`config.mk`:
```
export PLATFORM = sky130hd
export DESIGN_NAME = control_sequencer
export DESIGN_NICKNAME = d
export VERILOG_FILES = /design/src/rtl/control_sequencer.sv
export SDC_FILE = /design/constraint.sdc
export NUM_CORES = 1
export LEC_CHECK = 0
export CAP_MARGIN = 5
export CORE_ASPECT_RATIO = 1.75
export CORE_UTILIZATION = 37
export CTS_CLUSTER_DIAMETER = 30
export DETAILED_ROUTE_END_ITERATION = 6
export GPL_TIMING_DRIVEN = 0
export PLACE_DENSITY = 0.86
export SLEW_MARGIN = 20
export SYNTH_ARGS = -nofsm -noshare
export SYNTH_HDL_FRONTEND = slang
export SYNTH_SLANG_ARGS = --single-unit
```
`constraint.sdc`:
```
create_clock -name Clock -period 2.4 [get_ports Clock]
set_input_delay 0.36 -clock Clock [delete_from_list [all_inputs] [get_ports Clock]]
set_output_delay 0.36 -clock Clock [all_outputs]
set_load 0.02 [all_outputs]
```
`src/rtl/control_sequencer.sv`:
```
// Hardwired control sequencer: fetch T0-T2, opcode-dependent execute T3-T7, halt and reset handling.
// Optional CTRL_SINGLE_STEP_EN adds a Step input and a Wait state between instructions.
module control_sequencer (
  input  logic        Clock,
  input  logic        Resetn,
  input  logic [31:0] IRregister,
  input  logic        CON,
  input  logic        Stop,
`ifdef CTRL_SINGLE_STEP_EN
  input  logic        Step,
`endif
  output logic        Run,
  output logic        HIin,
  output logic        LOin,
  output logic        PCin,
  output logic        MDRin,
  output logic        INPORTin,
  output logic        OUTPORTin,
  output logic        Zin,
  output logic        Yin,
  output logic        MARin,
  output logic        IRin,
  output logic        CONin,
  output logic        HIout,
  output logic        LOout,
  output logic        ZHIout,
  output logic        ZLOout,
  output logic        PCout,
  output logic        MDRout,
  output logic        INPORTout,
  output logic        Cout,
  output logic        Yout,
  output logic        Gra,
  output logic        Grb,
  output logic        Grc,
  output logic        Rin,
  output logic        Rout,
  output logic        BAout,
  output logic        Read,
  output logic        write,
  output logic        IncPC
);

  localparam logic [3:0] S_RESET = 4'd0;
  localparam logic [3:0] S_T0    = 4'd1;
  localparam logic [3:0] S_T1    = 4'd2;
  localparam logic [3:0] S_T2    = 4'd3;
  localparam logic [3:0] S_T3    = 4'd4;
  localparam logic [3:0] S_T4    = 4'd5;
  localparam logic [3:0] S_T5    = 4'd6;
  localparam logic [3:0] S_T6    = 4'd7;
  localparam logic [3:0] S_T7    = 4'd8;
  localparam logic [3:0] S_HALT  = 4'd9;
`ifdef CTRL_SINGLE_STEP_EN
  localparam logic [3:0] S_WAIT  = 4'd10;
`endif

  localparam logic [4:0] OP_LD   = 5'b00000;
  localparam logic [4:0] OP_LDI  = 5'b00001;
  localparam logic [4:0] OP_ST   = 5'b00010;
  localparam logic [4:0] OP_ADD  = 5'b00011;
  localparam logic [4:0] OP_SUB  = 5'b00100;
  localparam logic [4:0] OP_AND  = 5'b00101;
  localparam logic [4:0] OP_OR   = 5'b00110;
  localparam logic [4:0] OP_ADDI = 5'b01100;
  localparam logic [4:0] OP_ANDI = 5'b01101;
  localparam logic [4:0] OP_ORI  = 5'b01110;
  localparam logic [4:0] OP_BR   = 5'b10011;
  localparam logic [4:0] OP_JR   = 5'b10100;
  localparam logic [4:0] OP_IN   = 5'b10110;
  localparam logic [4:0] OP_OUT  = 5'b10111;
  localparam logic [4:0] OP_MFHI = 5'b11000;
  localparam logic [4:0] OP_MFLO = 5'b11001;
  localparam logic [4:0] OP_HALT = 5'b11011;

  logic [3:0] state;
  logic [3:0] state_nxt;
  logic [3:0] state_done;
  logic [4:0] op;
  logic       is_alu, is_imm, is_ldi, is_ld, is_st, is_br, is_long, last_t;
  logic       unused_ir;

  assign unused_ir = ^IRregister[26:0];

  // Opcode is captured as the instruction leaves T2 and held for the execute steps.
  always_ff @(posedge Clock) begin
    if (!Resetn) state <= S_RESET;
    else         state <= state_nxt;
    if (state == S_T2) op <= IRregister[31:27];
  end

  assign is_alu  = (op == OP_ADD) || (op == OP_SUB) || (op == OP_AND) || (op == OP_OR);
  assign is_imm  = (op == OP_ADDI) || (op == OP_ANDI) || (op == OP_ORI);
  assign is_ldi  = (op == OP_LDI);
  assign is_ld   = (op == OP_LD);
  assign is_st   = (op == OP_ST);
  assign is_br   = (op == OP_BR);
  assign is_long = is_alu || is_imm || is_ldi || is_ld || is_st || is_br;

  assign last_t = ((state == S_T3) && !is_long) ||
                  ((state == S_T5) && (is_alu || is_imm || is_ldi)) ||
                  ((state == S_T6) && !(is_ld || is_st)) ||
                  (state == S_T7);

`ifdef CTRL_SINGLE_STEP_EN
  assign state_done = S_WAIT;
`else
  assign state_done = S_T0;
`endif

  always_comb begin
    state_nxt = state;
    case (state)
      S_RESET: state_nxt = S_T0;
      S_T0:    state_nxt = S_T1;
      S_T1:    state_nxt = S_T2;
      S_T2:    state_nxt = (IRregister[31:27] == OP_HALT) ? S_HALT : S_T3;
      S_T3, S_T4, S_T5, S_T6, S_T7: begin
        if (last_t) state_nxt = Stop ? S_HALT : state_done;
        else        state_nxt = state + 4'd1;
      end
      S_HALT:  state_nxt = S_HALT;
`ifdef CTRL_SINGLE_STEP_EN
      S_WAIT: begin
        if (Stop)      state_nxt = S_HALT;
        else if (Step) state_nxt = S_T0;
      end
`endif
      default: state_nxt = S_RESET;
    endcase
  end

  // Strobes decode from state plus the captured opcode; only the br PCin also looks at CON.
  always_comb begin
    {HIin, LOin, PCin, MDRin, INPORTin, OUTPORTin, Zin, Yin, MARin, IRin, CONin} = '0;
    {HIout, LOout, ZHIout, ZLOout, PCout, MDRout, INPORTout, Cout, Yout} = '0;
    {Gra, Grb, Grc, Rin, Rout, BAout, Read, write, IncPC} = '0;
    Run = (state >= S_T0) && (state <= S_T7);
    case (state)
      S_T0: begin PCout = 1'b1; MARin = 1'b1; IncPC = 1'b1; Zin = 1'b1; end
      S_T1: begin ZLOout = 1'b1; PCin = 1'b1; Read = 1'b1; MDRin = 1'b1; end
      S_T2: begin MDRout = 1'b1; IRin = 1'b1; end
      S_T3: begin
        if (is_alu || is_imm) begin Grb = 1'b1; Rout = 1'b1; Yin = 1'b1; end
        else if (is_ldi || is_ld || is_st) begin Grb = 1'b1; BAout = 1'b1; Yin = 1'b1; end
        else if (is_br) begin Gra = 1'b1; Rout = 1'b1; CONin = 1'b1; end
        else begin
          case (op)
            OP_JR:   begin Gra = 1'b1; Rout = 1'b1; PCin = 1'b1; end
            OP_IN:   begin INPORTout = 1'b1; Gra = 1'b1; Rin = 1'b1; end
            OP_OUT:  begin Gra = 1'b1; Rout = 1'b1; OUTPORTin = 1'b1; end
            OP_MFHI: begin HIout = 1'b1; Gra = 1'b1; Rin = 1'b1; end
            OP_MFLO: begin LOout = 1'b1; Gra = 1'b1; Rin = 1'b1; end
            default: ;
          endcase
        end
      end
      S_T4: begin
        if (is_alu) begin Grc = 1'b1; Rout = 1'b1; Zin = 1'b1; end
        else if (is_br) begin PCout = 1'b1; Yin = 1'b1; end
        else if (is_imm || is_ldi || is_ld || is_st) begin Cout = 1'b1; Zin = 1'b1; end
      end
      S_T5: begin
        if (is_alu || is_imm || is_ldi) begin ZLOout = 1'b1; Gra = 1'b1; Rin = 1'b1; end
        else if (is_ld || is_st) begin ZLOout = 1'b1; MARin = 1'b1; end
        else if (is_br) begin Cout = 1'b1; Zin = 1'b1; end
      end
      S_T6: begin
        if (is_ld) begin Read = 1'b1; MDRin = 1'b1; end
        else if (is_st) begin Gra = 1'b1; Rout = 1'b1; MDRin = 1'b1; end
        else if (is_br) begin ZLOout = 1'b1; PCin = CON; end
      end
      S_T7: begin
        if (is_ld) begin MDRout = 1'b1; Gra = 1'b1; Rin = 1'b1; end
        else if (is_st) write = 1'b1;
      end
      default: ;
    endcase
  end

endmodule
```
==> impl_metrics.json <==
{
  "drv_cap": 0,
  "start_util_pct": 38.56,
  "io_buffers": 33,
  "antenna_found_initial": 0,
  "grt_use_total_pct": 19.00,
  "synth_warnings": 0,
  "viasPerCell": 5.488,
  "worstMarginPinSlew_ps": 566.1,
  "antenna_left": 0,
  "cp_max_fo": 10,
  "worstSetupPathType": "register to output pin",
  "die_w_um": 42.03,
  "row_count": 25,
  "slew_viol_final": 0,
  "cp.required_ps": 2040,
  "diodes": 0,
  "crit_path_end_kind": "output pin",
  "power_density_nw_per_um2": 631.2,
  "period_needed_ps": 2344,
  "drive_above_1_share_pct": 19.23,
  "cts.path.max_buffers": 2,
  "drt_first_iter_violations": 52,
  "fin_skew_ps": 4.491,
  "dpl_cell_area_um2": 1416,
  "cts_made_buffers": 3,
  "seq_area_frac_synth_pct": 22.20,
  "die_height_um": 72.04,
  "p_leak_nw": 0.7319,
  "cts.htree.levels": 1,
  "grt-ovfl-total": 0,
  "fin_crit_sh_pct": 97.67,
  "ios": 66,
  "clock_latency_ps": 230,
  "worstPathArrival_ps": 1980,
  "maxClockFrequency_mhz": 426.6,
  "clock-root-buffer": "clkbuf_8",
  "area_growth_pct": 45.48,
  "route.detailed.drc": 0,
  "outcome": "completed",
  "peakVddDrop_mv": 0.4536,
  "design_area_um2": 1509,
  "ys_ff_latch": 9,
  "start_kind": "register",
  "design.core.area_um2": 2690,
  "synth_cell_types": 47,
  "final_cell_mix": "17 x nand2_1, 13 x nor2_1, 13 x clkdlybuf4s50_1, 13 x dlygate4sd2_1",
  "synth-edff-count": 5,
  "setup_viol": 0,
  "first_pass_iters": 4,
  "hold_buffers": 0,
  "synth_ff_type": "edfxtp_1",
  "synthCells": 137,
  "drt_wl_total_um": 2855,
  "maxSlewHeadroom_pct": 61.74,
  "grt_pass1_wl_um": 4664,
  "fin_nets": 224,
  "syn_area_per_cell_um2": 7.571,
  "clk_pin_slew_ps": 50,
  "grt_pass1_vias": 1102,
  "fin_util_pct": 56.09,
  "final_common_cell": "nand2_1",
  "syn_area_um2": 1037,
  "cts_tree": "yes",
  "async_flop_share_pct": 0,
  "hold_viol": 0,
  "min_path_type": "primary input to register",
  "hpwl_um": 2175,
  "vias": 1147,
  "grt_max_degree": 11,
  "gp_congestion": 0.9225,
  "cts.sinks": 9,
  "die-area_um2": 3027,
  "wl_per_cell_um": 13.66
}
[layer usage]
metal	vias up	routed length, µm	global-route usage (%)
li1	573	-	-
met5	-	0	0
met1	532	1043	19.63
met2	38	1661	38.72
met4	0	25	5.903
met3	4	125	1.741
[power by group]
| part | internal [mW] | switching (mW) | leakage (nW) |
|---|---|---|---|
| combinational | 0.253 | 0.318 | 0.629 |
| clock | 0.113 | 0.0572 | 0.0255 |
| sequential | 0.188 | 0.0235 | 0.0778 |
| total | 0.554 | 0.399 | 0.732 |
[synthesized netlist by cell type, types with 3 or more instances]
cell type   n  area share [%]
nand2_1    18             6.5
nor2_1     13             4.7
o21ai_0     9             4.3
a21oi_1     7             3.4
nand3_1     6             2.9
nor2b_1     6             3.6
and3_1      5             3.0
buf_4       5             3.6
edfxtp_1    5              14
ha_1        5             6.0
inv_1       5             1.8
nor3b_1     5             3.6
buf_2       4             1.9
dfxtp_1     4             7.7
a31oi_1     3             1.8
[state kept, by name, summed over array words and instances, names as in the netlist]
signal and cells:
state 4, op 5
[metrics by stage]
stage / setup slack, ps / setup TNS [ps] / power, mW / hold WS [ps] / std cells
final: 56.03 / 0 / 0.9524 / 712.2 / 209
after global routing: -11.21 / -18.37 / 1.020 / 710.0 / 209
after CTS: -121.4 / -148.7 / 0.9516 / 710.4 / 207
after detailed placement: -200.7 / -485.9 / 0.7835 / 735.6 / 201
after global placement: -183.6 / -495.0 / 0.7773 / 723.4 / 201
after floorplan: 205.3 / 0 / 0.5694 / 458.9 / 141
[logic make-up (layout without fill, tap and decap cells)]
| group | count (synthesis) | after routing | synth area share, % |
|---|---|---|---|
| AND/OR/NAND/NOR | 67 | 67 | 34.98 |
| AO/OA/AOI/OAI | 35 | 35 | 24.01 |
| buffers and inverters | 17 | 58 | 9.892 |
| flip-flops | 9 | 9 | 22.20 |
| adder cells (fa/ha/maj) | 5 | 5 | 6.031 |
| XOR/XNOR | 3 | 3 | 2.534 |
| other | 1 | 5 | 0.3615 |
[worst max-delay path, stage by stage, from the launching register on]
cell and delay [ps]:
edfxtp_1 380, buf_4 160, clkbuf_1 360, and3_1 250, clkdlybuf4s50_1 600
[worst paths after layout]
| path | end | slack (ps) | cells past startpoint | startpoint |
|---|---|---|---|---|
| setup / recovery | write | 60 | 4 | op[1] |
| hold / removal | op[0] | 710 | 1 | IRregister[27] |
| setup reg to reg | state[3] | 540 | 6 | state[1] |
| hold reg to reg | state[3] | 750 | 4 | state[1] |
[cell type report]
cell class / instances / area [µm²]
buffer: 12 / 83.83
timing repair buffer: 37 / 344.1
sequential: 9 / 230.2
fill: 273 / 1181
multi-input combinational: 115 / 752.0
tap: 27 / 33.78
clock inverter: 1 / 5.005
clock buffer: 3 / 41.29
inverter: 5 / 18.77
[timing repair]
action / 4_1_cts / 5_1_grt
buffers inserted: 2 / 2
pin swaps: 2 / 0
gates resized for setup: 29 / 9
setup endpoints to repair: 20 / 12
Note: power is estimated with default switching activity, not from simulation.
